--- config.mk ---
export PLATFORM = sky130hd
export DESIGN_NAME = hpi_keycode_poller
export DESIGN_NICKNAME = d
export VERILOG_FILES = /design/src/rtl/hpi_keycode_poller.sv
export SDC_FILE = /design/constraint.sdc
export NUM_CORES = 1
export LEC_CHECK = 0
export CAP_MARGIN = 0
export CORE_ASPECT_RATIO = 0.9
export CORE_MARGIN = 5
export CORE_UTILIZATION = 40
export DETAILED_ROUTE_END_ITERATION = 12
export DONT_BUFFER_PORTS = 1
export PLACE_DENSITY = 0.56
export SETUP_SLACK_MARGIN = 0.02
export SLEW_MARGIN = 15
export SYNTH_ARGS = -nofsm -noshare
export SYNTH_HDL_FRONTEND = slang
export SYNTH_SLANG_ARGS = --single-unit
--- constraint.sdc ---
create_clock -name clk_clk -period 5.25 [get_ports clk_clk]
set_input_delay 0.2625 -clock clk_clk [delete_from_list [all_inputs] [get_ports clk_clk]]
set_output_delay 0.2625 -clock clk_clk [all_outputs]
set_load 0.01 [all_outputs]
--- src/rtl/hpi_keycode_poller.sv ---
// -----------------------------------------------------------------------------
// hpi_keycode_poller
//
// Hardware HPI bus master for the EZ-OTG host port. Replaces software PIO
// bit-banging of the HPI address/cs/rd/wr lines. A free-running poll timer
// periodically triggers a burst that rewrites the HPI ADDRESS register with
// KEY_BASE and then reads NUM_WORDS keycode words through the auto-incrementing
// DATA register. The words land in a shadow buffer and are committed to the
// keycode output in one clock, so game logic never sees a torn burst.
// Single CPU register accesses share the same bus; a pending poll has priority.
//
// Ports
//   clk_clk, reset_reset   clock, asynchronous active-high reset
//   poll_en                enables the periodic poll timer
//   cpu_req/we/addr/wdata  CPU access request (held until cpu_ack)
//   cpu_rdata, cpu_ack     CPU read data and one-cycle completion pulse
//   hpi_addr/cs_n/rd_n/wr_n, hpi_dout/oe, hpi_din   HPI pad interface
//   keycode                last committed burst, word i at [16i+15:16i]
//   keycode_update         one-cycle pulse when a commit changes keycode
//   busy                   FSM is not in IDLE
// -----------------------------------------------------------------------------
module hpi_keycode_poller #(
  parameter int          NUM_WORDS       = 2,
  parameter logic [15:0] KEY_BASE        = 16'h051E,
  parameter int          POLL_CYCLES     = 500000,
  parameter int          ACCESS_CYCLES   = 4,
  parameter int          RECOVERY_CYCLES = 2
) (
  input  logic                      clk_clk,
  input  logic                      reset_reset,
  input  logic                      poll_en,
  input  logic                      cpu_req,
  input  logic                      cpu_we,
  input  logic [1:0]                cpu_addr,
  input  logic [15:0]               cpu_wdata,
  output logic [15:0]               cpu_rdata,
  output logic                      cpu_ack,
  output logic [1:0]                hpi_addr,
  output logic                      hpi_cs_n,
  output logic                      hpi_rd_n,
  output logic                      hpi_wr_n,
  output logic [15:0]               hpi_dout,
  output logic                      hpi_oe,
  input  logic [15:0]               hpi_din,
  output logic [16*NUM_WORDS-1:0]   keycode,
  output logic                      keycode_update,
  output logic                      busy
);

  localparam int TMR_W = $clog2(POLL_CYCLES);
  localparam int IDX_W = (NUM_WORDS > 1) ? $clog2(NUM_WORDS) : 1;

  localparam logic [TMR_W-1:0] TMR_LAST = TMR_W'(POLL_CYCLES - 1);
  localparam logic [3:0]       ACC_LAST = 4'(ACCESS_CYCLES - 1);
  localparam logic [3:0]       REC_LAST = 4'(RECOVERY_CYCLES - 1);
  localparam logic [IDX_W-1:0] IDX_LAST = IDX_W'(NUM_WORDS - 1);

  localparam logic [1:0] REG_DATA = 2'd0;
  localparam logic [1:0] REG_ADDR = 2'd2;

  typedef enum logic [2:0] {
    IDLE, CPU_ACC, CPU_REC, ADDR_WR, ADDR_REC, DATA_RD, DATA_REC, COMMIT
  } state_t;

  // One HPI access as launched onto the pads.
  typedef struct packed {
    logic        we;
    logic [1:0]  addr;
    logic [15:0] data;
  } acc_t;

  state_t                       state;
  logic [3:0]                   cnt;
  logic [IDX_W-1:0]             idx;
  logic                         req_we;
  logic [15:0]                  rd_buf;
  logic [NUM_WORDS-1:0][15:0]   shadow;

  logic [TMR_W-1:0]             timer;
  logic                         poll_due;
  logic                         timer_wrap;
  logic                         poll_pending;
  logic                         burst_start;
  logic                         cpu_go;
  logic                         acc_last;
  logic                         rec_last;
  logic                         start_acc;
  acc_t                         nxt_acc;

  // ---------------------------------------------------------------------------
  // Poll timer. The wrap itself counts as a pending poll so that a burst
  // starts exactly POLL_CYCLES clocks after the timer leaves 0; the sticky
  // flag only matters when the wrap lands while the FSM is busy.
  // ---------------------------------------------------------------------------
  assign timer_wrap   = poll_en && (timer == TMR_LAST);
  assign poll_pending = poll_en && (poll_due || timer_wrap);
  assign burst_start  = (state == IDLE) && poll_pending;

  always_ff @(posedge clk_clk or posedge reset_reset) begin
    if (reset_reset) begin
      timer    <= '0;
      poll_due <= 1'b0;
    end else if (!poll_en) begin
      timer    <= '0;
      poll_due <= 1'b0;
    end else begin
      timer <= timer_wrap ? '0 : timer + 1'b1;
      if (burst_start)     poll_due <= 1'b0;
      else if (timer_wrap) poll_due <= 1'b1;
    end
  end

  // ---------------------------------------------------------------------------
  // Access launch decode. cpu_ack blocks a new CPU access in the ack cycle,
  // since the CPU is still holding cpu_req for the access just completed.
  // ---------------------------------------------------------------------------
  assign cpu_go   = cpu_req && !cpu_ack;
  assign acc_last = (cnt == ACC_LAST);
  assign rec_last = (cnt == REC_LAST);

  always_comb begin
    start_acc = 1'b0;
    nxt_acc   = '{we: 1'b0, addr: REG_DATA, data: hpi_dout};
    case (state)
      IDLE: begin
        if (poll_pending) begin
          start_acc = 1'b1;
          nxt_acc   = '{we: 1'b1, addr: REG_ADDR, data: KEY_BASE};
        end else if (cpu_go) begin
          start_acc = 1'b1;
          nxt_acc   = '{we: cpu_we, addr: cpu_addr, data: cpu_wdata};
        end
      end
      ADDR_REC: begin
        start_acc = rec_last;
      end
      DATA_REC: begin
        start_acc = rec_last && (idx != IDX_LAST);
      end
      default: begin
        start_acc = 1'b0;
      end
    endcase
  end

  // ---------------------------------------------------------------------------
  // Main FSM with registered pad strobes. Reset releases the strobes and
  // hpi_oe asynchronously and discards any partial shadow data.
  // ---------------------------------------------------------------------------
  always_ff @(posedge clk_clk or posedge reset_reset) begin
    if (reset_reset) begin
      state          <= IDLE;
      cnt            <= '0;
      idx            <= '0;
      req_we         <= 1'b0;
      rd_buf         <= '0;
      shadow         <= '0;
      hpi_addr       <= '0;
      hpi_cs_n       <= 1'b1;
      hpi_rd_n       <= 1'b1;
      hpi_wr_n       <= 1'b1;
      hpi_oe         <= 1'b0;
      hpi_dout       <= '0;
      cpu_rdata      <= '0;
      cpu_ack        <= 1'b0;
      keycode        <= '0;
      keycode_update <= 1'b0;
    end else begin
      cpu_ack        <= 1'b0;
      keycode_update <= 1'b0;

      if (start_acc) begin
        hpi_addr <= nxt_acc.addr;
        hpi_cs_n <= 1'b0;
        hpi_rd_n <= nxt_acc.we;
        hpi_wr_n <= !nxt_acc.we;
        hpi_oe   <= nxt_acc.we;
        hpi_dout <= nxt_acc.data;
        req_we   <= nxt_acc.we;
      end

      case (state)
        IDLE: begin
          cnt <= '0;
          if (poll_pending) state <= ADDR_WR;
          else if (cpu_go)  state <= CPU_ACC;
        end

        // Strobe phase shared by all three access kinds; read data is
        // sampled on the last low clock while the chip still drives it.
        CPU_ACC, ADDR_WR, DATA_RD: begin
          if (acc_last) begin
            cnt      <= '0;
            hpi_cs_n <= 1'b1;
            hpi_rd_n <= 1'b1;
            hpi_wr_n <= 1'b1;
            hpi_oe   <= 1'b0;
            if (state == CPU_ACC) begin
              state <= CPU_REC;
              if (!req_we) rd_buf <= hpi_din;
            end else if (state == ADDR_WR) begin
              state <= ADDR_REC;
            end else begin
              state       <= DATA_REC;
              shadow[idx] <= hpi_din;
            end
          end else begin
            cnt <= cnt + 1'b1;
          end
        end

        CPU_REC: begin
          if (rec_last) begin
            cnt     <= '0;
            state   <= IDLE;
            cpu_ack <= 1'b1;
            if (!req_we) cpu_rdata <= rd_buf;
          end else begin
            cnt <= cnt + 1'b1;
          end
        end

        ADDR_REC: begin
          if (rec_last) begin
            cnt   <= '0;
            idx   <= '0;
            state <= DATA_RD;
          end else begin
            cnt <= cnt + 1'b1;
          end
        end

        DATA_REC: begin
          if (rec_last) begin
            cnt <= '0;
            if (idx == IDX_LAST) begin
              state <= COMMIT;
            end else begin
              idx   <= idx + 1'b1;
              state <= DATA_RD;
            end
          end else begin
            cnt <= cnt + 1'b1;
          end
        end

        // Whole-burst commit keeps keycode free of partial updates.
        COMMIT: begin
          keycode        <= shadow;
          keycode_update <= (shadow != keycode);
          state          <= IDLE;
        end

        default: begin
          state <= IDLE;
        end
      endcase
    end
  end

  assign busy = (state != IDLE);

endmodule

==> out/results.txt <==
CTS Hold Buffers Added -> 36
Placed Area -> 6700 um^2
Cells after Synth -> 489
CTS tree -> done
WL final -> 14,500 um
Via/cell ratio -> 5.30
Dpl hpwl -> 9580 um
H-tree depth -> 4
Yosys top cell by area -> dfrtp_1
Met2 WL -> 6410 um
GRT overflow -> 0
Worst Path Required -> 5540 ps
Worst r2r path cells -> 4
Number of global-route vias before repair -> 4,105
FP Rows -> 44
Fin nets -> 570
Crit start category -> flip-flop
Die Ht -> 131 um
CTS sink count -> 149
Final Util -> 47.8%
I/O Buffers -> 0
Fill cells -> 1,404
All-Layer GR Usage -> 15.4%
Max_cap viols -> 0
EDFF count, synth -> 0
Antenna Nets Post-Route -> 0
Slowest cell on crit path -> nand4bb_1
Worst Path Max Fanout -> 16
Top_reg_cell synth -> dfrtp_1
DRT Pass-1 Iters -> 5
Register area -> 3730 um^2
CTS Root Cell -> clkbuf_16
Top post-synthesis cells by area -> dfrtp_1 (56%), mux2_2 (15%), xnor2_1 (5.5%)
Area Overhead vs Synth -> 17.9%
Initial antenna violation count -> 0
Synthesis Warnings -> 0
Reg clk slew, reported paths -> 60 ps
Initial drt markers -> 227
Post-synth top area share -> 56.1%
Clk buf depth -> 2
Worst Setup End Kind -> flip-flop
CP Depth -> 4
First-pass GRT wire length -> 22,300 um
CTS resizes -> 0
Largest net degree at the start of global routing -> 106
Pwr/cell area -> 521 nW/um^2
Die X -> 144 um
Reg2reg start -> cnt[0]
Diodes inserted -> 0
Final Hold Fails -> 0
Metal-1 WL -> 6620 um
Multi-input gate area -> 2650 um^2
CP Buf/Inv Count -> 0
CP arrival -> 2840 ps
Mean Syn Cell Area -> 13.3 um^2
RePlAce Congestion -> 0.780
Share of flip-flops with an asynchronous set or reset -> 100%
Fin crit share -> 48.6%
Register area share after synthesis -> 57.3%
Static Leak -> 0.00329 uW
Pins Over Slew Limit -> 0
WS Path Type -> flip-flop to flip-flop
Setup TNS -> 0 ps
Status -> finished, final reports clean
Hold WC Path Type -> primary input to flip-flop
Die area -> 18,900 um^2
Peak supply drop -> 0.319 mV
Top Ports -> 112
CP delay by family, top -> simple AND/OR/NAND/NOR gates
Core Area -> 16,100 um^2
Yosys reg bits -> 149
Vias -> 3,962
F_max -> 392 MHz
Crit path from -> cnt[0]
Worst Tran Pin Value -> 1090 ps
Uppermost layer routed -> met4
WL met3 -> 1290 um
Starting density of the core -> 40.5%
Layout cell share with drive strength beyond 1 -> 27.2%
Total CTS buffers -> 17
Reg2Reg Capture Point -> shadow[17]
Netlist cell types -> 54
Synthesized Nets -> 532
Layout Skew -> 8.77 ps
Mapped cell area -> 6510 um^2
# setup viols final -> 0
CP cell instances -> ha_1 -> nand4bb_4 -> nand4bb_1 -> mux2_2
Reg2Reg Setup Slack -> 2700 ps
Postcts setup bufs -> 0
RSZ-0062 raised after global routing -> false
Fin area -> 7680 um^2
Worst slew margin -> 27.1%
Crit path to -> shadow[17]
WL/cell -> 19.4 um
Worst skew pair latency -> 410 ps
Minimum clock period -> 2550 ps
DRC errors left -> 0
CP max stage delay -> 950 ps
[final cells by class]
class / instances / share of cell area, %
Inverter: 8 / 0.456
Clock inverter: 14 / 2.28
Timing Repair Buffer: 39 / 4.99
Sequential cell: 149 / 48.6
Multi-Input combinational cell: 312 / 34.6
Tap cell: 207 / 3.37
Clock buffer: 18 / 5.72
[worst register-to-register path: cells and delay by family (launching register included)]
| kind | cells | cell delay, ps |
|---|---|---|
| DFF | 1 | 420 |
| adders and majority gates | 1 | 280 |
| and+or+nand+nor | 2 | 1120 |
| muxes | 1 | 600 |
[state kept, by name, indices dropped and copies added, names as in the netlist]
name and cells:
cnt 4, cpu_ack 1, cpu_rdata 16, hpi_addr 2, hpi_cs_n 1, hpi_dout 16
hpi_oe 1, hpi_rd_n 1, hpi_wr_n 1, idx 1, keycode 32, keycode_update 1
poll_due 1, rd_buf 16, req_we 1, shadow 32, state 3, timer 19
[cells in the final DEF, fill, tap and decap left out, types with 4 or more instances in the layout]
master           n
ha_1             4
and3_1           7
inv_1            7
nor4_1           5
dfrtp_1        146
dlygate4sd3_1   36
a32o_1          11
nand4_1         13
mux2_4          10
mux2_2          87
nor2_1          24
o21ai_0          9
nor3_1           5
xnor2_1         41
nand3_1         15
o32a_1           6
nand2_1         18
a21oi_1          8
clkbuf_16       17
xor2_1           4
[cell families after synthesis]
kind of cell	Yosys count	synth area share, %
AND/OR/NAND/NOR	112	10.0
AO/OA/AOI/OAI	53	6.32
XOR/XNOR	45	6.05
flip-flops	149	57.3
multiplexers	98	17.5
buffers and inverters	28	2.00
adder cells (fa/ha/maj)	4	0.769
[layer usage]
metal  global-route usage [%]  up-vias
li1                         -     1849
met1                     20.8     1995
met2                     22.8      106
met3                     6.48       12
met4                     4.72        0
met5                        0        -
[cell usage after synthesis, types with 6 or more instances]
cell type and number:
dfrtp_1 146, mux2_2 87, xnor2_1 41, nor2_1 24
nand2_1 18, nand3_1 16, buf_2 13, nand4_1 13
a32o_1 11, mux2_4 10, o21ai_0 9, a21oi_1 8
inv_1 8, and3_1 7, o32a_1 6
[worst min-delay path by stage]
| stage | slack [ps] | start | cells past startpoint | endpoint |
|---|---|---|---|---|
| after global routing | 5 | poll_en | 2 | timer[17] |
| after detailed placement | 400 | cpu_addr[0] | 1 | hpi_addr[0] |
| after floorplan | 390 | cpu_addr[0] | 1 | hpi_addr[0] |
| after global placement | 390 | reset_reset | 1 | timer[9] |
| after CTS | 5 | poll_en | 2 | timer[17] |
| final | 30 | poll_en | 2 | timer[17] |
[where the power goes]
group | internal [uW] | leakage, uW | switching [uW]
combinational | 487 | 0.00110 | 331
clock | 766 | 0.000299 | 496
sequential | 1500 | 0.00190 | 426
total | 2750 | 0.00329 | 1250
[per-stage QoR]
| stage | cells | total power, uW | hold WS [ps] | worst slack (ps) |
|---|---|---|---|---|
| 2_1_floorplan | 489 | 2510 | 392 | 984 |
| 3_3_place_gp | 679 | 2700 | 389 | 2770 |
| 3_5_place_dp | 679 | 2750 | 397 | 2690 |
| 4_1_cts | 747 | 4050 | 5.35 | 2680 |
| 5_1_grt | 747 | 4230 | 5.32 | 2480 |
| 6_report | 747 | 4000 | 25.5 | 2700 |
(Power assumes the default switching activity.)
